<file path="src/rtl/vec_accum_pkg.sv">
// Shared definitions for the vector accumulator: controller states and
// the default lane format.
package vec_accum_pkg;

    typedef enum logic [1:0] {
        IDLE = 2'd0,
        ACC  = 2'd1,
        DONE = 2'd2
    } state_t;

    localparam int DEF_WIDTH     = 16;
    localparam     DEF_PRECISION = "Q8.8";

endpackage

</file>
<file path="src/rtl/add_vec.sv">
// Lane-wise signed vector adder. Each lane wraps independently; no carry
// crosses a lane boundary.
module add_vec
    import vec_accum_pkg::*;
#(
    parameter int DIM       = 1,
    parameter int WIDTH     = DEF_WIDTH,
    parameter     precision = DEF_PRECISION
) (
    input  logic [DIM*WIDTH-1:0] a,
    input  logic [DIM*WIDTH-1:0] b,
    output logic [DIM*WIDTH-1:0] sum
);

    function automatic logic signed [WIDTH-1:0] wrap_add(
        input logic signed [WIDTH-1:0] x,
        input logic signed [WIDTH-1:0] y
    );
        logic signed [WIDTH:0] full;
        full = {x[WIDTH-1], x} + {y[WIDTH-1], y};
        return full[WIDTH-1:0];
    endfunction

    for (genvar i = 0; i < DIM; i++) begin : g_lane
        logic signed [WIDTH-1:0] lane_a;
        logic signed [WIDTH-1:0] lane_b;
        assign lane_a = a[i*WIDTH +: WIDTH];
        assign lane_b = b[i*WIDTH +: WIDTH];
        assign sum[i*WIDTH +: WIDTH] = wrap_add(lane_a, lane_b);
    end

endmodule

</file>
<file path="src/rtl/vec_accum.sv">
// Vector accumulator: sums len input vectors lane by lane and presents the
// result on a valid/ready output until the consumer takes it.
module vec_accum
    import vec_accum_pkg::*;
#(
    parameter int DIM       = 1,
    parameter int WIDTH     = DEF_WIDTH,
    parameter     precision = DEF_PRECISION,
    parameter int MAX_LEN   = 16,
    localparam int LW       = $clog2(MAX_LEN + 1)
) (
    input  logic                 clk,
    input  logic                 rst_n,
    input  logic                 start,
    input  logic [LW-1:0]        len,
    input  logic                 in_valid,
    output logic                 in_ready,
    input  logic [DIM*WIDTH-1:0] in_vec,
    output logic                 out_valid,
    input  logic                 out_ready,
    output logic [DIM*WIDTH-1:0] out_vec,
    output logic                 busy
);

    state_t                 state, state_nxt;
    logic [DIM*WIDTH-1:0]   acc, acc_nxt;
    logic [DIM*WIDTH-1:0]   sum;
    logic [LW-1:0]          cnt, cnt_nxt;

    add_vec #(
        .DIM       (DIM),
        .WIDTH     (WIDTH),
        .precision (precision)
    ) u_add (
        .a   (acc),
        .b   (in_vec),
        .sum (sum)
    );

    always_ff @(posedge clk or negedge rst_n) begin
        if (!rst_n) begin
            state <= IDLE;
            acc   <= '0;
            cnt   <= '0;
        end else begin
            state <= state_nxt;
            acc   <= acc_nxt;
            cnt   <= cnt_nxt;
        end
    end

    always_comb begin
        state_nxt = state;
        acc_nxt   = acc;
        cnt_nxt   = cnt;
        unique case (state)
            IDLE: begin
                if (start) begin
                    acc_nxt = '0;
                    if (len == '0) begin
                        cnt_nxt   = '0;
                        state_nxt = DONE;
                    end else begin
                        // Over-long requests are clamped to the capacity.
                        cnt_nxt   = (len > LW'(MAX_LEN)) ? LW'(MAX_LEN) : len;
                        state_nxt = ACC;
                    end
                end
            end
            ACC: begin
                if (in_valid) begin
                    acc_nxt = sum;
                    cnt_nxt = cnt - LW'(1);
                    if (cnt == LW'(1)) begin
                        state_nxt = DONE;
                    end
                end
            end
            DONE: begin
                if (out_ready) begin
                    state_nxt = IDLE;
                end
            end
            default: state_nxt = IDLE;
        endcase
    end

    assign in_ready  = (state == ACC);
    assign out_valid = (state == DONE);
    assign out_vec   = out_valid ? acc : '0;
    assign busy      = (state != IDLE);

endmodule

</file>
<file path="config.mk">
export PLATFORM = sky130hd
export DESIGN_NAME = vec_accum
export DESIGN_NICKNAME = d
export VERILOG_FILES = /design/src/rtl/vec_accum_pkg.sv /design/src/rtl/add_vec.sv /design/src/rtl/vec_accum.sv
export SDC_FILE = /design/constraint.sdc
export NUM_CORES = 1
export LEC_CHECK = 0
export CORE_MARGIN = 2
export CORE_UTILIZATION = 50
export DETAILED_ROUTE_END_ITERATION = 16
export GPL_TIMING_DRIVEN = 0
export HOLD_SLACK_MARGIN = 0.15
export PLACE_DENSITY = 0.88
export RECOVER_POWER = 100
export REMOVE_ABC_BUFFERS = 1
export SYNTH_ARGS = -nofsm -noshare
export SYNTH_HDL_FRONTEND = slang
export SYNTH_SLANG_ARGS = --single-unit
</file>
<file path="constraint.sdc">
create_clock -name clk -period 2.7 [get_ports clk]
set_input_delay 0.27 -clock clk [delete_from_list [all_inputs] [get_ports clk]]
set_output_delay 0.27 -clock clk [all_outputs]
set_load 0.005 [all_outputs]
</file>
==> impl_metrics.json, run 1 <==
{
  "status": "complete, no violations",
  "maxSlewViolCount": 0,
  "ys_seq_area_frac": 0.307,
  "gp_congestion": 0.852,
  "placed_cells": 316,
  "io_pins": 45,
  "synth.top_cell.area_share": 0.307,
  "clock_power_share": 0.116,
  "min_period_ns": 2.44,
  "intPower_w": 0.00108,
  "hold_viol_final": 0,
  "grt_util_met2": 0.342,
  "numClockSinks": 23,
  "synth_area_per_cell_um2": 8.05,
  "rsz0062_at_grt": "false",
  "timing.critical_path.to_type": "output pin",
  "die_w_um": 65.3,
  "cts.clk_slew.worst_paths_ns": 0.09,
  "max_freq_mhz": 409,
  "share_comb_of_total_power": 0.586,
  "cts_tree": "done",
  "final_area_mm2": 0.00239,
  "powerDensity_mw_per_mm2": 817,
  "synthArstFlopShare": 1.00,
  "critPathKind": "flip-flop to output pin",
  "post_dp_cell_area_mm2": 0.00234,
  "wl_per_cell_um": 12.8,
  "cp-start-kind": "flip-flop",
  "postCtsHoldBufs": 0,
  "drtPass1Iterations": 4,
  "fin_nets": 317,
  "post-route-drc-count": 0,
  "grt_pass1_wl_mm": 7.11,
  "layout-drive-gt1-share": 0.0331,
  "port_buffers": 44,
  "clkLatencyLatePin_ns": 0.27,
  "p_sw_w": 0.000866,
  "cts_root_buf": "clkbuf_8",
  "drt-total-wl_mm": 4.11,
  "gr-total-overflow": 0,
  "core_mm2": 0.00363,
  "final_cells": 320,
  "ys_seq_elements": 23,
  "total_power_w": 0.00195,
  "ir_drop_v": 0.000563,
  "whs_ns": 0.508,
  "die_area_mm2": 0.00426,
  "start_util": 0.517,
  "leakage_nw": 1.03,
  "n_antenna_cell": 0,
  "drt-vias-per-instance": 5.53,
  "antenna_found_initial": 0,
  "finClkSkew_ns": 0.00128,
  "slew_headroom": 0.273,
  "hp-class": "flip-flop to flip-flop",
  "rows": 22,
  "grtUsageTotal": 0.208,
  "seq_area_um2": 576,
  "ant_nets": 0,
  "synthCells": 233,
  "fin_crit_sh": 0.905,
  "grt_pass1_vias": 1613,
  "area_growth_pct": 27.3,
  "numCtsBuffers": 3,
  "swShare": 0.444,
  "cts_buffer_depth": 2,
  "use_met1": 0.292,
  "synth_warnings": 0,
  "multiInputGateArea_mm2": 0.00121,
  "drt_iter0_drc": 65,
  "synth-main-ff-cell": "dfrtp_1",
  "syn_area_mm2": 0.00188,
  "synth_area_leaders": "dfrtp_1 31%, ha_1 11%, o21ai_0 6.7%",
  "crit_arrival_ns": 2.17,
  "grt.busiest_layer": "met2",
  "pwr-share-seq": 0.298,
  "tns_ns": 0,
  "synth_edf_count": 0,
  "ys_types": 45,
  "met3_usage": 0.0240,
  "htree_levels": 1,
  "drv_cap": 0,
  "required_ns": 2.43,
  "num_vias": 1771,
  "hpwl_mm": 3.01,
  "die_h_um": 65.3,
  "worst_slew_pin_slew_ns": 1.09,
  "yosys.area.top_type": "dfrtp_1",
  "grt_max_degree": 33,
  "finalSetupViolCount": 0,
  "crit_path_max_fanout": 12,
  "n_fill_cell": 321
}
-- worst max-delay path, stage by stage (launching register included) --
cell and delay, ns:
dfrtp_1 0.45, nand2b_1 0.38, clkinv_1 0.39, dlygate4sd3_1 0.69
-- flip-flops by register name, indices dropped and copies added, names as in the netlist --
name   cells
cnt        5
acc       16
state      2
-- stage by stage --
step                      setup slack [ns]   util
after CTS                            0.123  0.657
after floorplan                      0.711      -
after global routing                 0.116  0.657
final                                0.258  0.657
after global placement               0.131  0.644
after detailed placement            0.0703  0.644
-- cell families after synthesis --
| family | Yosys count | share of synthesized area |
|---|---|---|
| fa+ha+maj | 18 | 0.124 |
| compound gates | 73 | 0.231 |
| flops | 23 | 0.307 |
| mux | 3 | 0.0167 |
| xor+xnor | 12 | 0.0560 |
| simple gates | 81 | 0.219 |
| buf+inv | 23 | 0.0473 |
-- layout make-up --
cell class | count | share of cell area
Tap cell | 48 | 0.0251
Clock buffer | 4 | 0.0189
Sequential cell | 23 | 0.241
Inverter | 14 | 0.0220
Multi-Input combinational cell | 187 | 0.509
Timing Repair Buffer | 44 | 0.184
-- synth_stat cells, types with 4 or more instances --
cell type  count
a21oi_1       20
a31oi_1        6
and2_1        16
clkbuf_1       7
dfrtp_1       23
ha_1          17
inv_1         13
nand2_1       27
nand3_1        4
nand4_1        4
nor2_1        13
o21ai_0       25
xnor2_1        5
xor2_1         7
-- power groups by stage --
stage | logic (W) | clock network [W] | registers [W]
2_1_floorplan | 0.000853 | 0 | 0.000556
3_3_place_gp | 0.00113 | 0 | 0.000577
3_5_place_dp | 0.00115 | 0 | 0.000584
4_1_cts | 0.00116 | 0.000229 | 0.000579
5_1_grt | 0.00130 | 0.000248 | 0.000603
6_report | 0.00114 | 0.000227 | 0.000581
-- routing by layer --
metal | part of all wire | routed length (um)
met4 | 0.0080 | 33
met3 | 0.054 | 221
met5 | 0 | 0
met1 | 0.49 | 2000
met2 | 0.45 | 1860
-- worst paths after layout --
path | from | end | slack, ns | cells past startpoint
max in group asynchronous | rst_n | acc[9]$_DFFE_PN0P_ | 1.40 | 1
min in group asynchronous | rst_n | acc[15]$_DFFE_PN0P_ | 0.65 | 1
min reg2reg | acc[6]$_DFFE_PN0P_ | acc[6]$_DFFE_PN0P_ | 0.51 | 2
max | state[0]$_DFFE_PN0P_ | in_ready | 0.26 | 3
min | acc[6]$_DFFE_PN0P_ | acc[6]$_DFFE_PN0P_ | 0.51 | 2
max reg2reg | state[0]$_DFFE_PN0P_ | acc[13]$_DFFE_PN0P_ | 0.42 | 6
-- cells in the final DEF (no fill, tap or decap), types with 3 or more instances in the layout --
| master | n |
|---|---|
| clkbuf_8 | 3 |
| dlygate4sd3_1 | 15 |
| nor2_1 | 13 |
| nand2_1 | 27 |
| nand4_1 | 4 |
| nand2b_1 | 3 |
| and2_1 | 7 |
| ha_1 | 17 |
| inv_1 | 13 |
| clkdlybuf4s50_1 | 29 |
| o22ai_1 | 3 |
| nand3_1 | 4 |
| a21oi_1 | 20 |
| a31oi_1 | 6 |
| xor2_1 | 7 |
| o21a_1 | 3 |
| dfrtp_1 | 23 |
| xnor2_1 | 5 |
| and2_0 | 9 |
| o21ai_0 | 25 |
| or3_1 | 3 |
-- timing repair --
action / 4_1_cts / 5_1_grt
resized for setup: 0 / 1
buffers inserted: 0 / 0
setup endpoints to repair: 0 / 16
Power figures use the tool's default switching activity.
==> run 2, diff against run 1 <==
- CORE_MARGIN: 2 -> not set
==> run 2 against run 1 <==
Via count increased by 2.3%. First-iteration DRC count increased by 25%. Sequential share of layout area barely moved. Non-clock buffer count stayed put. Highest routed layer unchanged.
==> impl_metrics.json, run 2 (synthesis results as in run 1) <==
{
  "status": "complete, no violations",
  "postCtsHoldBufs": 0,
  "start_util": 0.541,
  "cts.clk_slew.worst_paths_ns": 0.09,
  "pwr-share-seq": 0.294,
  "slew_headroom": 0.287,
  "core_mm2": 0.00347,
  "numCtsBuffers": 3,
  "crit_arrival_ns": 2.62,
  "crit_path_max_fanout": 4,
  "mostFrequentLayoutCell": "clkdlybuf4s50_1",
  "swShare": 0.450,
  "drt_iter0_drc": 81,
  "die_area_mm2": 0.00400,
  "drt-total-wl_mm": 4.37,
  "p_sw_w": 0.000894,
  "grt.busiest_layer": "met2",
  "required_ns": 2.89,
  "whs_ns": 0.510,
  "min_period_ns": 2.43,
  "numClockSinks": 23,
  "io_pins": 45,
  "wl_per_cell_um": 13.7,
  "gp_congestion": 0.863,
  "intPower_w": 0.00109,
  "finClkSkew_ns": 0.00827,
  "tns_ns": 0,
  "clock_power_share": 0.114,
  "cts_buffer_depth": 2,
  "ir_drop_v": 0.000528,
  "fin_crit_sh": 0.898,
  "cts_resized": 0,
  "die_w_um": 63.3,
  "powerDensity_mw_per_mm2": 832,
  "n_antenna_cell": 0,
  "die_h_um": 63.3,
  "grt_max_degree": 33,
  "cts_tree": "done",
  "cts_root_buf": "clkbuf_8",
  "rows": 21,
  "rsz0062_at_grt": "false",
  "layout-drive-gt1-share": 0.0331,
  "mostFrequentLayoutCells": "34 x clkdlybuf4s50_1, 27 x nand2_1, 25 x o21ai_0",
  "ant_nets": 0,
  "place_ws_ns": 0.0453,
  "largest_registers": "acc x16, cnt x5, state x2",
  "post-cts-setup-buffers": 0,
  "r2r-end": "acc[13]$_DFFE_PN0P_",
  "startpoint": "in_vec[0]",
  "largest_register_ffs": 16,
  "grtUsageTotal": 0.243,
  "largest-register": "acc",
  "port_buffers": 44,
  "post-route-drc-count": 0,
  "drt-vias-per-instance": 5.70,
  "r2r_start": "state[0]$_DFFE_PN0P_",
  "maxSlewViolCount": 0,
  "grt_util_met2": 0.403,
  "hold_viol_final": 0,
  "share_comb_of_total_power": 0.592,
  "drtPass1Iterations": 4,
  "timing.critical_path.to_type": "flip-flop",
  "htree_levels": 1,
  "seq_area_um2": 576,
  "fin_nets": 317,
  "met3_usage": 0.0326,
  "clkLatencyLatePin_ns": 0.27,
  "cp-start-kind": "input port",
  "num_vias": 1812,
  "gr-total-overflow": 0,
  "multiInputGateArea_mm2": 0.00121,
  "worst_slew_pin_slew_ns": 1.07,
  "critPathKind": "input port to flip-flop",
  "grt_pass1_vias": 1706,
  "worstRegToRegCells": 6,
  "area_growth_pct": 27.1,
  "crit_end": "acc[14]$_DFFE_PN0P_",
  "setup_slack_ns": 0.275,
  "grt_pass1_wl_mm": 7.79,
  "max_freq_mhz": 412,
  "finalSetupViolCount": 0,
  "antenna_found_initial": 0,
  "hpwl_mm": 3.21,
  "drv_cap": 0,
  "hp-class": "flip-flop to flip-flop",
  "use_met1": 0.328,
  "leakage_nw": 1.03,
  "n_fill_cell": 303,
  "r2r_slack_ns": 0.33
}
==> run 2: stage by stage <==
stage	utilization	instances	area [um^2]	power [W]
after floorplan	-	224	1840	0.00141
after global placement	0.674	314	2340	0.00171
after detailed placement	0.674	314	2340	0.00176
after CTS	0.687	318	2380	0.00198
after global routing	0.688	318	2390	0.00219
final	0.688	318	2390	0.00198
==> run 2: worst min-delay path by stage <==
stage | endpoint | startpoint | cells after the start | slack (ns)
floorplan | acc[0]$_DFFE_PN0P_ | rst_n | 0 | -0.03
global placement | acc[0]$_DFFE_PN0P_ | acc[0]$_DFFE_PN0P_ | 2 | 0.48
detailed placement | acc[6]$_DFFE_PN0P_ | acc[6]$_DFFE_PN0P_ | 2 | 0.49
CTS | acc[6]$_DFFE_PN0P_ | acc[6]$_DFFE_PN0P_ | 2 | 0.51
global route | acc[9]$_DFFE_PN0P_ | acc[9]$_DFFE_PN0P_ | 2 | 0.56
finish | acc[6]$_DFFE_PN0P_ | acc[6]$_DFFE_PN0P_ | 2 | 0.51
==> run 2: per-layer routing <==
| layer | vias to the layer above | wire length, um |
|---|---|---|
| li1 | 905 | - |
| met1 | 838 | 2110 |
| met2 | 64 | 1990 |
| met3 | 5 | 214 |
| met4 | 0 | 46 |
| met5 | - | 0 |
==> run 2: cell type report <==
class | instances | area share
Clock buffer | 4 | 0.0189
Inverter | 14 | 0.0220
Multi-Input combinational cell | 187 | 0.509
Sequential cell | 23 | 0.241
Tap cell | 46 | 0.0241
Timing Repair Buffer | 44 | 0.185
==> run 2: critical path, cell delays in order <==
cell and delay (ns):
clkdlybuf4s50_1 0.47, ha_1 0.17, inv_1 0.05, fa_1 0.37, nor2b_1 0.24, o211ai_1 0.14
a31oi_1 0.39, a31oi_1 0.19, xor2_1 0.17, o21ai_0 0.16
==> run 2: power groups by stage <==
stage / logic, W / registers, W / clock network [W]
5_1_grt: 0.00134 / 0.000605 / 0.000244
3_3_place_gp: 0.00113 / 0.000578 / 0
6_report: 0.00118 / 0.000583 / 0.000226
3_5_place_dp: 0.00117 / 0.000587 / 0
4_1_cts: 0.00118 / 0.000581 / 0.000225
2_1_floorplan: 0.000853 / 0.000556 / 0
